$ cat src/rtl/bin_to_bcd_seq.sv
// bin_to_bcd_seq
//   Sequential binary-to-BCD converter (shift-and-add-3), one input bit per
//   clock. A conversion takes WIDTH shift cycles plus one DONE cycle.
//
//   Parameters:
//     WIDTH  (4..32)  binary input width
//     DIGITS (1..10)  number of BCD output digits
//
//   Ports:
//     clk    system clock, rising edge
//     reset  synchronous, active-high
//     start  conversion request, honoured only in IDLE
//     bin    binary operand, captured on the accepting edge
//     busy   high while shifting
//     done   one-cycle pulse, bcd/ovf updated on the same edge
//     bcd    result, digit k in bits [4k+3:4k]
//     ovf    value did not fit in DIGITS digits
//
//   Build option:
//     BCD_SATURATE_EN  defined   -> overflow saturates bcd to all 9s, ovf=1
//                      undefined -> no overflow logic, ovf tied 0, bcd is
//                                   the value mod 10^DIGITS
//
//   state   | meaning
//   S_IDLE  | waiting for start
//   S_SHIFT | add-3 then shift one bit per cycle, WIDTH cycles
//   S_DONE  | result registered, done pulse, back to idle

module bin_to_bcd_seq #(
  parameter int WIDTH  = 16,
  parameter int DIGITS = 5
) (
  input  logic                  clk,
  input  logic                  reset,
  input  logic                  start,
  input  logic [WIDTH-1:0]      bin,
  output logic                  busy,
  output logic                  done,
  output logic [4*DIGITS-1:0]   bcd,
  output logic                  ovf
);

  localparam int BW    = 4 * DIGITS;
  localparam int CNT_W = $clog2(WIDTH + 1);

  typedef enum logic [1:0] {S_IDLE, S_SHIFT, S_DONE} state_t;

  state_t             state_q, state_d;
  logic [WIDTH-1:0]   shift_q, shift_d;
  logic [BW-1:0]      scratch_q, scratch_d;
  logic [CNT_W-1:0]   cnt_q, cnt_d;
  logic [BW-1:0]      bcd_q, bcd_d;

  logic [BW-1:0]      adj;
  logic [BW-1:0]      scratch_nxt;
  logic [WIDTH-1:0]   shift_nxt;

`ifdef BCD_SATURATE_EN
  logic               ovf_q, ovf_d;
  logic               ovf_sticky_q, ovf_sticky_d;
  logic               ovf_step;
  logic [4:0]         top_sum;
  logic [BW-1:0]      nines;
`endif

  // Datapath for one shift step: add-3 correction, then shift left by one.
  always_comb begin
    adj = scratch_q;
    for (int i = 0; i < DIGITS; i++) begin
      if (scratch_q[4*i +: 4] >= 4'd5) begin
        adj[4*i +: 4] = scratch_q[4*i +: 4] + 4'd3;
      end
    end
    scratch_nxt = {adj[BW-2:0], shift_q[WIDTH-1]};
    shift_nxt   = {shift_q[WIDTH-2:0], 1'b0};
`ifdef BCD_SATURATE_EN
    // A 1 leaving the top digit, or a carry out of its correction, means the
    // value no longer fits in DIGITS digits.
    top_sum  = {1'b0, scratch_q[BW-1 -: 4]} + 5'd3;
    ovf_step = adj[BW-1] | ((scratch_q[BW-1 -: 4] >= 4'd5) & top_sum[4]);
    nines    = '0;
    for (int i = 0; i < DIGITS; i++) begin
      nines[4*i +: 4] = 4'd9;
    end
`endif
  end

  always_comb begin
    state_d   = state_q;
    shift_d   = shift_q;
    scratch_d = scratch_q;
    cnt_d     = cnt_q;
    bcd_d     = bcd_q;
`ifdef BCD_SATURATE_EN
    ovf_d        = ovf_q;
    ovf_sticky_d = ovf_sticky_q;
`endif
    case (state_q)
      S_IDLE: begin
        if (start) begin
          shift_d   = bin;
          scratch_d = '0;
          cnt_d     = CNT_W'(WIDTH);
`ifdef BCD_SATURATE_EN
          ovf_sticky_d = 1'b0;
`endif
          state_d   = S_SHIFT;
        end
      end
      S_SHIFT: begin
        shift_d   = shift_nxt;
        scratch_d = scratch_nxt;
        cnt_d     = cnt_q - CNT_W'(1);
`ifdef BCD_SATURATE_EN
        ovf_sticky_d = ovf_sticky_q | ovf_step;
`endif
        // Last shift: load the outputs from the post-shift value directly.
        if (cnt_q == CNT_W'(1)) begin
          state_d = S_DONE;
`ifdef BCD_SATURATE_EN
          if (ovf_sticky_q | ovf_step) begin
            bcd_d = nines;
            ovf_d = 1'b1;
          end else begin
            bcd_d = scratch_nxt;
            ovf_d = 1'b0;
          end
`else
          bcd_d = scratch_nxt;
`endif
        end
      end
      S_DONE: begin
        state_d = S_IDLE;
      end
      default: begin
        state_d = S_IDLE;
      end
    endcase
  end

  always_ff @(posedge clk) begin
    if (reset) begin
      state_q   <= S_IDLE;
      shift_q   <= '0;
      scratch_q <= '0;
      cnt_q     <= '0;
      bcd_q     <= '0;
`ifdef BCD_SATURATE_EN
      ovf_q        <= 1'b0;
      ovf_sticky_q <= 1'b0;
`endif
    end else begin
      state_q   <= state_d;
      shift_q   <= shift_d;
      scratch_q <= scratch_d;
      cnt_q     <= cnt_d;
      bcd_q     <= bcd_d;
`ifdef BCD_SATURATE_EN
      ovf_q        <= ovf_d;
      ovf_sticky_q <= ovf_sticky_d;
`endif
    end
  end

  assign busy = (state_q == S_SHIFT);
  assign done = (state_q == S_DONE);
  assign bcd  = bcd_q;
`ifdef BCD_SATURATE_EN
  assign ovf  = ovf_q;
`else
  assign ovf  = 1'b0;
`endif

endmodule

$ cat config.mk
export PLATFORM = sky130hd
export DESIGN_NAME = bin_to_bcd_seq
export DESIGN_NICKNAME = d
export VERILOG_FILES = /design/src/rtl/bin_to_bcd_seq.sv
export SDC_FILE = /design/constraint.sdc
export NUM_CORES = 1
export LEC_CHECK = 0
export CORE_ASPECT_RATIO = 1.5
export CORE_UTILIZATION = 53
export CTS_CLUSTER_SIZE = 30
export DETAILED_ROUTE_END_ITERATION = 7
export PLACE_DENSITY = 0.79
export SYNTH_ARGS = -nofsm -noshare
export SYNTH_HDL_FRONTEND = slang
export SYNTH_SLANG_ARGS = --single-unit
$ cat constraint.sdc
create_clock -name clk -period 1.9 [get_ports clk]
set_clock_uncertainty 0.15 [all_clocks]
set_input_delay 0.57 -clock clk [delete_from_list [all_inputs] [get_ports clk]]
set_output_delay 0.57 -clock clk [all_outputs]
set_load 0.05 [all_outputs]
==> impl_metrics.env <==
export IMPL_layout_drive_gt1_share=0.269
export IMPL_nets=427
export IMPL_fillCellCount=395
export IMPL_grt_pass1_wl_mm=11.7
export IMPL_r2r_cells=7
export IMPL_fin_crit_sh=0.973
export IMPL_synth_top_flop_cell="dfxtp_1"
export IMPL_r2r_end="bcd[6]"
export IMPL_place_inst=454
export IMPL_grt_start_max_net_pins=20
export IMPL_area_growth_synth_to_final_pct=33.2
export IMPL_r2r_start="cnt_q[1]"
export IMPL_cts_hold_buf=0
export IMPL_drtIter0Drc=101
export IMPL_peakVddDrop_uv=503
export IMPL_cts_buffers=9
export IMPL_rsz0062_at_grt="no"
export IMPL_rrSetupSlack_ns=0.09
export IMPL_drt_pre_antenna_iters=4
export IMPL_drv_slew=0
export IMPL_cts_num_sinks=63
export IMPL_wirelength_mm=7.11
export IMPL_vias=2628
export IMPL_maxCapViolCount=0
export IMPL_fp_row_count=33
export IMPL_antenna_found_initial=0
export IMPL_cts_buffer_depth=2
export IMPL_synth_avg_cell_area_um2=9.05
export IMPL_worstPathRequired_ns=1.18
export IMPL_netlist_area_um2=3080
export IMPL_crit_path_max_fanout=17
export IMPL_post_route_min_period_ns=1.85
export IMPL_io_pins=42
export IMPL_slew_headroom=0.582
export IMPL_first_global_vias=2517
export IMPL_via_per_inst=5.58
export IMPL_crit_arrival_ns=1.13
export IMPL_drc=0
export IMPL_htree_levels=3
export IMPL_ys_seq_area_frac=0.410
export IMPL_die_area_um2=6120
export IMPL_globalplace_congestion=0.826
export IMPL_dp_hpwl_mm=5.14
export IMPL_die_w_um=64.2
export IMPL_synth_async_reset_ratio=0
export IMPL_crit_slowest_cell="dfxtp_2"
export IMPL_worstPathCellList="buf_8, nor2b_4, buf_12"
export IMPL_synthesis_nets=371
export IMPL_fin_cells=471
export IMPL_power_density_nw_per_um2=733
export IMPL_grt_usage=0.258
export IMPL_worstSkewPairLatency_ns=0.35
export IMPL_ys_warn_count=0
export IMPL_antennaDiodeCount=0
export IMPL_clock_fmax_mhz=541
export IMPL_start_util=0.556
export IMPL_hold_depth=2
export IMPL_routedWlPerCell_um=15.1
export IMPL_hold_viol_final=0
export IMPL_min_from="shift_q[4]"
export IMPL_setup_viol=0
export IMPL_ys_types=44
export IMPL_crit_start="state_q[0]"
export IMPL_synth_enable_flop_cells=0
export IMPL_tritoncts="done"
export IMPL_post_route_util=0.740
export IMPL_hold_path_end="shift_q[4]"
export IMPL_tightestPinTransition_ns=0.625
export IMPL_seqCellArea_um2=1260
export IMPL_multi_input_area_um2=1610
export IMPL_cts_root_buffer="clkbuf_8"
export IMPL_synthCells=340
export IMPL_finish_instance_area_um2=4100
export IMPL_ant_nets=0
export IMPL_endpoint_kind="primary output"
export IMPL_yosys_register_bits=63
export IMPL_status="complete, no violations"
export IMPL_crit_type="reg -> out"
export IMPL_core_um2=5530
export IMPL_placed_area_um2=3860
export IMPL_grt_ovfl_total=0
export IMPL_leakage_nw=1.58
export IMPL_cpPeakStageDelay_ns=0.35
export IMPL_die_y_um=95.3
export IMPL_cp_start_kind="register"
export IMPL_hp_class="reg -> reg"
export IMPL_path_clk_slew_ns=0.07
export IMPL_portBuffers=40
-- sequential cells by signal, summed over array words and instances (netlist names) --
| signal | count |
|---|---|
| cnt_q | 5 |
| bcd | 20 |
| shift_q | 16 |
| state_q | 2 |
| scratch_q | 20 |
-- area by class of cell --
type                            count  share of cell area
Tap cell                           70              0.0214
Inverter                           22              0.0208
Timing Repair Buffer               67               0.211
Sequential cell                    63               0.308
Multi-Input combinational cell    233               0.392
Clock buffer                       12              0.0354
Clock inverter                      4              0.0110
-- power breakdown --
group	leakage (nW)	internal [mW]	switching [mW]
sequential	0.513	1.37	0.0473
combinational	0.971	0.208	0.222
clock	0.100	0.636	0.517
-- worst max path at each step --
stage	slack [ns]	endpoint	cells past startpoint
finish	0.05	done	3
global route	0.002	bcd[2]	6
CTS	-0.004	done	3
detailed placement	-0.27	shift_q[2]	6
global placement	-0.22	scratch_q[19]	3
floorplan	0.07	done	3
-- layout by cell type (no fill, tap or decap), types with 2 or more instances in the layout --
cell type,netlist,routed
xnor2_1,5,5
nand2b_1,9,8
ha_1,12,12
a31o_2,4,4
nand2_1,20,20
buf_4,3,22
clkbuf_1,4,2
a22o_1,5,5
a21oi_1,38,36
o221a_2,8,8
buf_6,0,2
clkdlybuf4s50_1,0,18
a2111oi_0,2,2
nor3b_1,13,13
a21oi_2,0,2
nor2b_1,4,3
nor2_2,10,10
inv_1,21,21
o22ai_1,14,14
o21ai_0,13,13
a211oi_2,9,9
nor2_1,33,33
buf_12,2,24
a211oi_1,2,2
clkbuf_8,0,10
dfxtp_1,63,62
clkinv_2,0,3
mux2_2,2,2
mux2i_1,5,5
a32o_1,6,6
o31ai_1,5,5
-- metrics by stage --
stage	hold WS, ns	setup WS (ns)	power (mW)	setup TNS (ns)
after floorplan	0.275	0.0661	1.70	0
after global placement	0.288	-0.225	1.85	-5.27
after detailed placement	0.296	-0.267	1.86	-6.46
after CTS	0.313	-0.00385	3.00	-0.00385
after global routing	0.349	0.00245	3.12	0
final	0.315	0.0511	3.00	0
-- cell families after synthesis --
group / share of synthesized area
XOR/XNOR: 0.0142
AND/OR/NAND/NOR: 0.168
buffers and inverters: 0.0744
AO/OA/AOI/OAI: 0.259
other: 0.00122
flip-flops: 0.410
multiplexers: 0.0236
adder cells (fa/ha/maj): 0.0488
-- cell usage after synthesis (all sizes together), types with 9 or more instances --
| library cell | instances | area [um2] |
|---|---|---|
| dfxtp | 63 | 1260 |
| nor2 | 43 | 186 |
| a21oi | 38 | 190 |
| inv | 22 | 82.6 |
| nand2 | 20 | 75.1 |
| buf | 18 | 131 |
| nor3b | 14 | 110 |
| o21ai | 14 | 73.8 |
| o22ai | 14 | 87.6 |
| ha | 12 | 150 |
| a211oi | 11 | 128 |
| nand2b | 9 | 56.3 |
-- timing repair --
| item | 4_1_cts | 5_1_grt |
|---|---|---|
| endpoints found under the setup margin | 2 | 6 |
| cloned | 0 | 0 |
| setup buffers | 1 | 0 |
| resized for setup | 5 | 5 |
| pin swaps | 0 | 0 |
-- metal layers --
| metal | vias to the layer above | share of wire | global-route usage |
|---|---|---|---|
| li1 | 1312 | - | - |
| met1 | 1230 | 0.40 | 0.273 |
| met2 | 68 | 0.54 | 0.473 |
| met3 | 18 | 0.032 | 0.0706 |
| met4 | 0 | 0.030 | 0.115 |
| met5 | - | 0 | 0 |
-- critical path, delay by kind of cell (launching register included) --
family                 cells  cell delay (ns)
buffers and inverters      2             0.30
DFF                        1             0.35
and+or+nand+nor            1             0.13
Note: power is estimated with default switching activity, not from simulation.
